$ cat src/rtl/shiftreg_arbiter.sv
// Round-robin arbiter sharing one 74HC595 serial driver among NREQ requesters.
// Runs the driver's EN/RDY handshake for one byte per grant, then pulses ACK.
module shiftreg_arbiter #(
    parameter int unsigned NREQ          = 4,
    parameter int unsigned IDW           = 2,
    parameter int unsigned ISSUE_TIMEOUT = 15
) (
    input  logic              i_clk,
    input  logic              i_rst_n,
    input  logic [NREQ-1:0]   i_req,
    input  logic [8*NREQ-1:0] i_req_data,
    output logic [NREQ-1:0]   o_ack,
    output logic              o_err,
    output logic              o_busy,
    output logic [IDW-1:0]    o_grant_id,
    output logic [7:0]        o_drv_byte,
    output logic              o_drv_en,
    input  logic              i_drv_rdy
);

    localparam logic [1:0] S_IDLE  = 2'd0;
    localparam logic [1:0] S_ISSUE = 2'd1;
    localparam logic [1:0] S_WAIT  = 2'd2;
    localparam logic [1:0] S_ACKS  = 2'd3;

    logic [1:0]      r_state;
    logic [IDW-1:0]  r_ptr;
    logic [IDW-1:0]  r_grant_id;
    logic [7:0]      r_cnt;
    logic [7:0]      r_drv_byte;
    logic [NREQ-1:0] r_ack;
    logic            r_err;
    logic            r_busy;
    logic            r_drv_en;

    logic            w_found;
    logic [IDW-1:0]  w_idx;
    logic [IDW-1:0]  w_winner;
    logic [7:0]      w_win_byte;
    logic [NREQ-1:0] w_ack_vec;
    logic            w_timeout;

    // First set request searching upward from the slot after the last winner.
    always_comb begin
        w_found  = 1'b0;
        w_idx    = '0;
        w_winner = r_ptr;
        for (int unsigned k = 1; k <= NREQ; k++) begin
            w_idx = IDW'((32'(r_ptr) + k) % NREQ);
            if (!w_found && i_req[w_idx]) begin
                w_found  = 1'b1;
                w_winner = w_idx;
            end
        end
    end

    always_comb begin
        w_win_byte = '0;
        w_ack_vec  = '0;
        for (int unsigned i = 0; i < NREQ; i++) begin
            if (w_winner == IDW'(i)) begin
                w_win_byte = i_req_data[8*i +: 8];
            end
            w_ack_vec[i] = (r_grant_id == IDW'(i));
        end
    end

    assign w_timeout = (r_cnt == 8'(ISSUE_TIMEOUT - 1));

    always_ff @(posedge i_clk or negedge i_rst_n) begin
        if (!i_rst_n) begin
            r_state    <= S_IDLE;
            r_ptr      <= IDW'(NREQ - 1);
            r_grant_id <= '0;
            r_cnt      <= '0;
            r_drv_byte <= '0;
            r_ack      <= '0;
            r_err      <= 1'b0;
            r_busy     <= 1'b0;
            r_drv_en   <= 1'b0;
        end else begin
            case (r_state)
                S_IDLE: begin
                    // The driver has no reset, so never start it while it is still shifting.
                    if (w_found && i_drv_rdy) begin
                        r_drv_byte <= w_win_byte;
                        r_grant_id <= w_winner;
                        r_ptr      <= w_winner;
                        r_drv_en   <= 1'b1;
                        r_busy     <= 1'b1;
                        r_cnt      <= '0;
                        r_state    <= S_ISSUE;
                    end
                end
                S_ISSUE: begin
                    if (!i_drv_rdy) begin
                        r_drv_en <= 1'b0;
                        r_state  <= S_WAIT;
                    end else if (w_timeout) begin
                        r_drv_en <= 1'b0;
                        r_ack    <= w_ack_vec;
                        r_err    <= 1'b1;
                        r_state  <= S_ACKS;
                    end else begin
                        r_cnt <= r_cnt + 8'd1;
                    end
                end
                S_WAIT: begin
                    if (i_drv_rdy) begin
                        r_ack   <= w_ack_vec;
                        r_err   <= 1'b0;
                        r_state <= S_ACKS;
                    end
                end
                S_ACKS: begin
                    r_ack   <= '0;
                    r_err   <= 1'b0;
                    r_busy  <= 1'b0;
                    r_state <= S_IDLE;
                end
                default: begin
                    r_state <= S_IDLE;
                end
            endcase
        end
    end

    assign o_ack      = r_ack;
    assign o_err      = r_err;
    assign o_busy     = r_busy;
    assign o_grant_id = r_grant_id;
    assign o_drv_byte = r_drv_byte;
    assign o_drv_en   = r_drv_en;

endmodule

$ cat config.mk
export PLATFORM = sky130hd
export DESIGN_NAME = shiftreg_arbiter
export DESIGN_NICKNAME = d
export VERILOG_FILES = /design/src/rtl/shiftreg_arbiter.sv
export SDC_FILE = /design/constraint.sdc
export NUM_CORES = 1
export LEC_CHECK = 0
export CORE_ASPECT_RATIO = 1.25
export CORE_MARGIN = 5
export CORE_UTILIZATION = 47
export DETAILED_ROUTE_END_ITERATION = 10
export PLACE_DENSITY = 0.79
export SLEW_MARGIN = 20
export SYNTH_ARGS = -nofsm -noshare
export SYNTH_HDL_FRONTEND = slang
export SYNTH_SLANG_ARGS = --single-unit
$ cat constraint.sdc
create_clock -name i_clk -period 2.7 [get_ports i_clk]
set_input_delay 0.54 -clock i_clk [delete_from_list [all_inputs] [get_ports i_clk]]
set_output_delay 0.54 -clock i_clk [all_outputs]
set_load 0.02 [all_outputs]
==> run_results.csv, run 1 <==
group,metric,value,unit
sta,max_freq,0.453,GHz
synth,syn-instance-count,182,
floorplanning,io_pins,56,
worst_hold_path,holdCritPathClass,"reg2reg",
clock_tree,clk_path_buf_depth,2,
power,p_leak,1.01,nW
floorplanning,die_height,79.1,um
routing,drt.antenna.violating_nets,0,
critical_path,worstSetupPathType,"in2reg",
power,ir_worst_vdd,0.491,mV
clock_tree,cts_tree,"built",
sta,min_period_over_period,81.8,%
global_route,grt_pass1_wl,7.26,mm
clock_tree,htree_levels,2,
sta,timing.hold.ws,480,ps
placement,gp_congestion,0.850,
clock_tree,numCtsBuffers,5,
synth,synth_top_area_share,37.6,%
synth,avgSynthCellArea,9.87,um2
critical_path,cp.required,2860,ps
critical_path,worstPathCellList,"clkdlybuf4s50_1 > o21a_1 > o21a_4 > nor2_8 > mux2_2 > o221a_2",
floorplanning,start_util,47.9,%
routing,drtPass1Iterations,4,
clock_tree,clock-sinks,29,
synth,synth_enable_flop_cells,0,
synth,ys_warn_count,0,
synth,synth_top_cell_by_area,"dfrtp_1",
synth,synth_top_family_by_area,"compound AO/OA/AOI/OAI gates",
critical_path,slowest_stage,"clkdlybuf4s50_1",
critical_path,crit_path_max_fanout,10,
critical_path,crit_path_start_kind,"input pin",
critical_path,arrival,2370,ps
sta,post-route-min-period,2210,ps
critical_path,path_buf_inv,1,
sta,finalSetupViolations,0,
synth,synth-seq-area-share,40.5,%
synth,ys_top_cells_by_area,"dfrtp_1 38%, mux2_2 5.6%, o221a_2 5.0%, nand3_1 4.7%, ha_1 4.2%",
synth,ys_top_cells_by_count,"27 x dfrtp_1, 17 x nand3_1, 16 x nand2_1",
clock_tree,cts-root-buf,"clkbuf_8",
floorplanning,rows,25,
synth,synth_flop_cell,"dfrtp_1",
flow_run,drv_cap,0,
global_route,grt_pass1_vias,1600,
critical_path,max_stage_delay,520,ps
routing,num_vias,1576,
synth,yosysMostFrequentCell,"dfrtp_1",
cells_and_area,post-route-util,66.1,%
clock_tree,postCtsSetupRepairBufs,0,
global_route,antenna_found_initial,0,
sta,hold_viol,0,
synth,synth.area.mux_share,8.77,%
synth,synth_fa_ha_area_share,4.18,%
synth,syn_nets,227,
sta,drv_slew,0,
floorplanning,die_area,0.00517,mm2
clock_tree,clk_latency,270,ps
floorplanning,die_w,65.3,um
sta,setup_ws,492,ps
placement,hpwl,3.35,mm
power,p_per_area,957,mW/mm2
cells_and_area,drive_above_1_share,15.2,%
clock_tree,cts_resized,0,
global_route,use_met1,20.4,%
synth,synth-async-reset-ratio,100,%
sta,setup_tns,0,ps
global_route,grt_usage,17.9,%
placement,pre_cts_slack,204,ps
global_route,use_met3,5.09,%
synth,synth_cell_type_count,46,
synth,synth_simple_gate_area_share,20.1,%
global_route,grt_overflow,0,
critical_path,critPathTopFamily,"compound AO/OA/AOI/OAI gates",
cells_and_area,areaGrowthSynthToFinish,38.1,%
floorplanning,coreArea,0.00375,mm2
routing,wirelength,4.30,mm
clock_tree,ctsHoldBuffers,0,
cells_and_area,final_nets,288,
placement,io_buffers,55,
synth,syn-cell-area,0.00180,mm2
routing,drcViolationCount,0,
run_status,run_status,"finished, final reports clean",
cells_and_area,antenna_cells,0,
global_route,grt-busiest-layer,"met2",
sta,tightest_slew,519,ps
critical_path,endpoint_kind,"flip-flop",
sta,slew_headroom,65.4,%
sta,rsz0062_at_grt,"false",
routing,wl_per_cell,15.2,um
clock_tree,clkSlewWorstSetupHoldPaths,60,ps
synth,synth-xor-area-share,2.92,%
sta,skew,5.41,ps
global_route,met2_usage,31.7,%
synth,synth_compound_gate_area_share,20.4,%
routing,vias_per_cell,5.57,
cells_and_area,design_area,0.00248,mm2
synth,yosys_register_bits,29,
routing,drt_iter0_drc,89,
placement,placed_cell_area,0.00239,mm2
global_route,grt_max_degree,30,
[cell usage in the layout (no fill, tap or decap), drive strengths merged, types with 3 or more instances in the layout]
cell,instances
clkdlybuf4s50,55
dfrtp,27
nand3,17
nand2,16
nor2,14
o21ai,14
mux2,11
o221a,8
a21oi,7
clkbuf,7
inv,6
a211oi,6
xnor2,6
ha,6
nand2b,4
buf,4
o21a,4
and2,3
mux2i,3
[worst reg2reg max path: cells and delay by family (launching register included)]
family | cells | cell delay [ps]
compound gates | 2 | 540
flops | 1 | 600
mux | 1 | 370
simple gates | 2 | 310
[routing by layer]
metal | vias to the layer above | share of wire (%)
met5 | - | 0
met1 | 736 | 41
met2 | 40 | 53
li1 | 791 | -
met3 | 9 | 4.7
met4 | 0 | 1.6
[area by class of cell]
type / count / area (um2)
Tap cell: 40 / 50.0
Sequential cell: 29 / 728
Fill cell: 301 / 1270
Inverter: 6 / 22.5
Clock buffer: 7 / 86.3
Multi-Input combinational cell: 142 / 1010
Timing Repair Buffer: 59 / 581
[registers in the layout, summed over array words and instances, names as in the netlist]
name	flops
r_ptr	2
o_drv_en	1
o_err	1
r_cnt	8
o_busy	1
o_ack	4
o_grant_id	2
o_drv_byte	8
r_state	2
[power by group]
part / switching [mW] / internal, mW
logic: 0.638 / 0.643
registers: 0.142 / 0.600
clock network: 0.151 / 0.202
[logic make-up (layout without fill, tap and decap cells)]
logic type               after synthesis  after routing
adder cells (fa/ha/maj)                6              6
XOR/XNOR                               6              6
multiplexers                          14             14
buffers and inverters                 11             72
AND/OR/NAND/NOR                       68             68
AO/OA/AOI/OAI                         48             48
flip-flops                            29             29
[through the flow]
stage               total power [mW]  cells
floorplan                       1.60    182
global placement                2.01    276
detailed placement              2.04    276
CTS                             2.40    283
global route                    2.55    283
finish                          2.38    283
[path summary, 6_finish.rpt]
kind                           from       endpoint  slack (ps)  depth (start not counted)
max                        i_req[1]  o_drv_byte[6]         490                          6
min                        o_ack[3]       o_ack[3]         480                          2
max reg2reg                r_ptr[1]  o_drv_byte[6]         770                          5
min reg2reg                o_ack[3]       o_ack[3]         480                          2
max in group asynchronous   i_rst_n       r_ptr[1]        1740                          2
min in group asynchronous   i_rst_n       r_cnt[0]         650                          2
Note: power is estimated with default switching activity, not from simulation.
==> inputs of run 2 (changes only) <==
- clock period: 2.7 -> 2.05 ns (I/O delays scaled with it)
==> run_results.csv, run 2 (synthesized netlist as in run 1, its figures left out) <==
group,metric,value,unit
worst_hold_path,holdCritPathClass,"reg2reg",
power,power_switching,1.27,mW
clock_tree,cts-root-buf,"clkbuf_8",
clock_tree,clk_latency,280,ps
sta,setup_ws,65.1,ps
cells_and_area,nFillCells,326,
critical_path,arrival,2150,ps
placement,placed_cell_area,0.00250,mm2
floorplanning,rows,25,
placement,io_buffers,55,
floorplanning,coreArea,0.00375,mm2
placement,hpwl,3.49,mm
sta,hold_viol,0,
clock_tree,ctsHoldBuffers,0,
sta,tightest_slew,525,ps
power,p_leak,1.07,nW
power,p_per_area,1260,mW/mm2
sta,drv_slew,0,
clock_tree,cts_tree,"built",
sta,max_freq,0.504,GHz
critical_path,worstSetupPathType,"in2reg",
routing,drt.antenna.violating_nets,0,
run_status,run_status,"finished, final reports clean",
sta,slew_headroom,64.8,%
critical_path,crit_path_start_kind,"input pin",
clock_tree,cts_resized,0,
global_route,antenna_found_initial,0,
cells_and_area,antenna_cells,0,
sta,timing.hold.ws,481,ps
routing,num_vias,1628,
cells_and_area,design_area,0.00259,mm2
critical_path,crit_path_max_fanout,10,
placement,placed_cells,288,
critical_path,cp.required,2210,ps
floorplanning,die_w,65.3,um
cells_and_area,areaGrowthSynthToFinish,44.0,%
power,swShare,38.9,%
sta,setup_tns,0,ps
cells_and_area,final_nets,300,
routing,vias_per_cell,5.50,
global_route,grt_pass1_wl,7.66,mm
power,p_comb_share,55.2,%
clock_tree,clk_path_buf_depth,2,
clock_tree,postCtsSetupRepairBufs,0,
sta,post-route-min-period,1980,ps
worst_hold_path,holdPathStages,2,
clock_tree,numCtsBuffers,5,
placement,gp_congestion,0.850,
power,p_int,1.99,mW
power,pwr-share-seq,29.9,%
power,ir_worst_vdd,0.829,mV
routing,drtPass1Iterations,4,
placement,pre_cts_slack,-228,ps
cells_and_area,stdcell_count,296,
floorplanning,die_height,79.1,um
global_route,grt_usage,18.8,%
global_route,grt_overflow,0,
global_route,grt_max_degree,30,
sta,rsz0062_at_grt,"false",
routing,wirelength,4.44,mm
cells_and_area,layout_common_cells,"55 x clkdlybuf4s50_1, 27 x dfrtp_1, 17 x nand3_1",
routing,wl_per_cell,15.0,um
cells_and_area,drive_above_1_share,19.1,%
clock_tree,clock-sinks,29,
power,clkPwrFrac,14.9,%
sta,skew,6.05,ps
flow_run,drv_cap,0,
floorplanning,start_util,47.9,%
sta,min_period_over_period,96.8,%
critical_path,endpoint_kind,"flip-flop",
critical_path,r2r_cells,5,
clock_tree,htree_levels,2,
global_route,grt_pass1_vias,1699,
floorplanning,die_area,0.00517,mm2
routing,drt_iter0_drc,122,
cells_and_area,final_common_cell,"clkdlybuf4s50_1",
routing,drcViolationCount,0,
sta,finalSetupViolations,0,
floorplanning,io_pins,56,
clock_tree,clkSlewWorstSetupHoldPaths,60,ps
run 2: metal layers:
metal | vias to the layer above | wire length (um) | track usage [%] | part of all wire (%)
met2 | 47 | 2270 | 33.4 | 51
li1 | 815 | - | - | -
met5 | - | 0 | 0 | 0
met3 | 11 | 229 | 3.96 | 5.2
met1 | 755 | 1840 | 21.0 | 41
met4 | 0 | 103 | 8.71 | 2.3
run 2: power groups by stage:
stage                     registers, mW  clock network [mW]  logic [mW]
after floorplan                    1.09                   0        1.01
after global placement            0.976                   0        1.77
after detailed placement          0.981                   0        1.81
after CTS                         0.975               0.494        1.81
after global routing               1.01               0.521        1.97
final                             0.975               0.484        1.80
run 2: path summary, 6_finish.rpt:
check	slack [ps]	to	startpoint
setup / recovery	70	o_drv_byte[1]	i_req[3]
hold / removal	480	o_ack[2]	o_ack[2]
setup reg to reg	170	o_drv_byte[1]	r_ptr[1]
hold reg to reg	480	o_ack[2]	o_ack[2]
max in group asynchronous	1210	r_ptr[1]	i_rst_n
min in group asynchronous	520	r_cnt[4]	i_rst_n
run 2: area by class of cell:
type / instances / area [um2] / area share [%]
Multi-Input combinational cell: 142 / 1010 / 39.2
Sequential cell: 29 / 728 / 28.1
Timing Repair Buffer: 71 / 683 / 26.4
Tap cell: 40 / 50.0 / 1.93
Inverter: 6 / 22.5 / 0.870
Clock buffer: 8 / 90.1 / 3.48
run 2: stage by stage:
| step | util [%] | total power, mW |
|---|---|---|
| final | 68.9 | 3.26 |
| after global routing | 68.9 | 3.50 |
| after CTS | 68.9 | 3.28 |
| after floorplan | - | 2.10 |
| after global placement | 66.5 | 2.75 |
| after detailed placement | 66.5 | 2.79 |
run 2: critical path, cell delays in order:
cell and delay [ps]:
clkdlybuf4s50_1 560, nand2_1 130, a31o_4 280, nor2_8 180
mux2_2 360, o221a_2 220
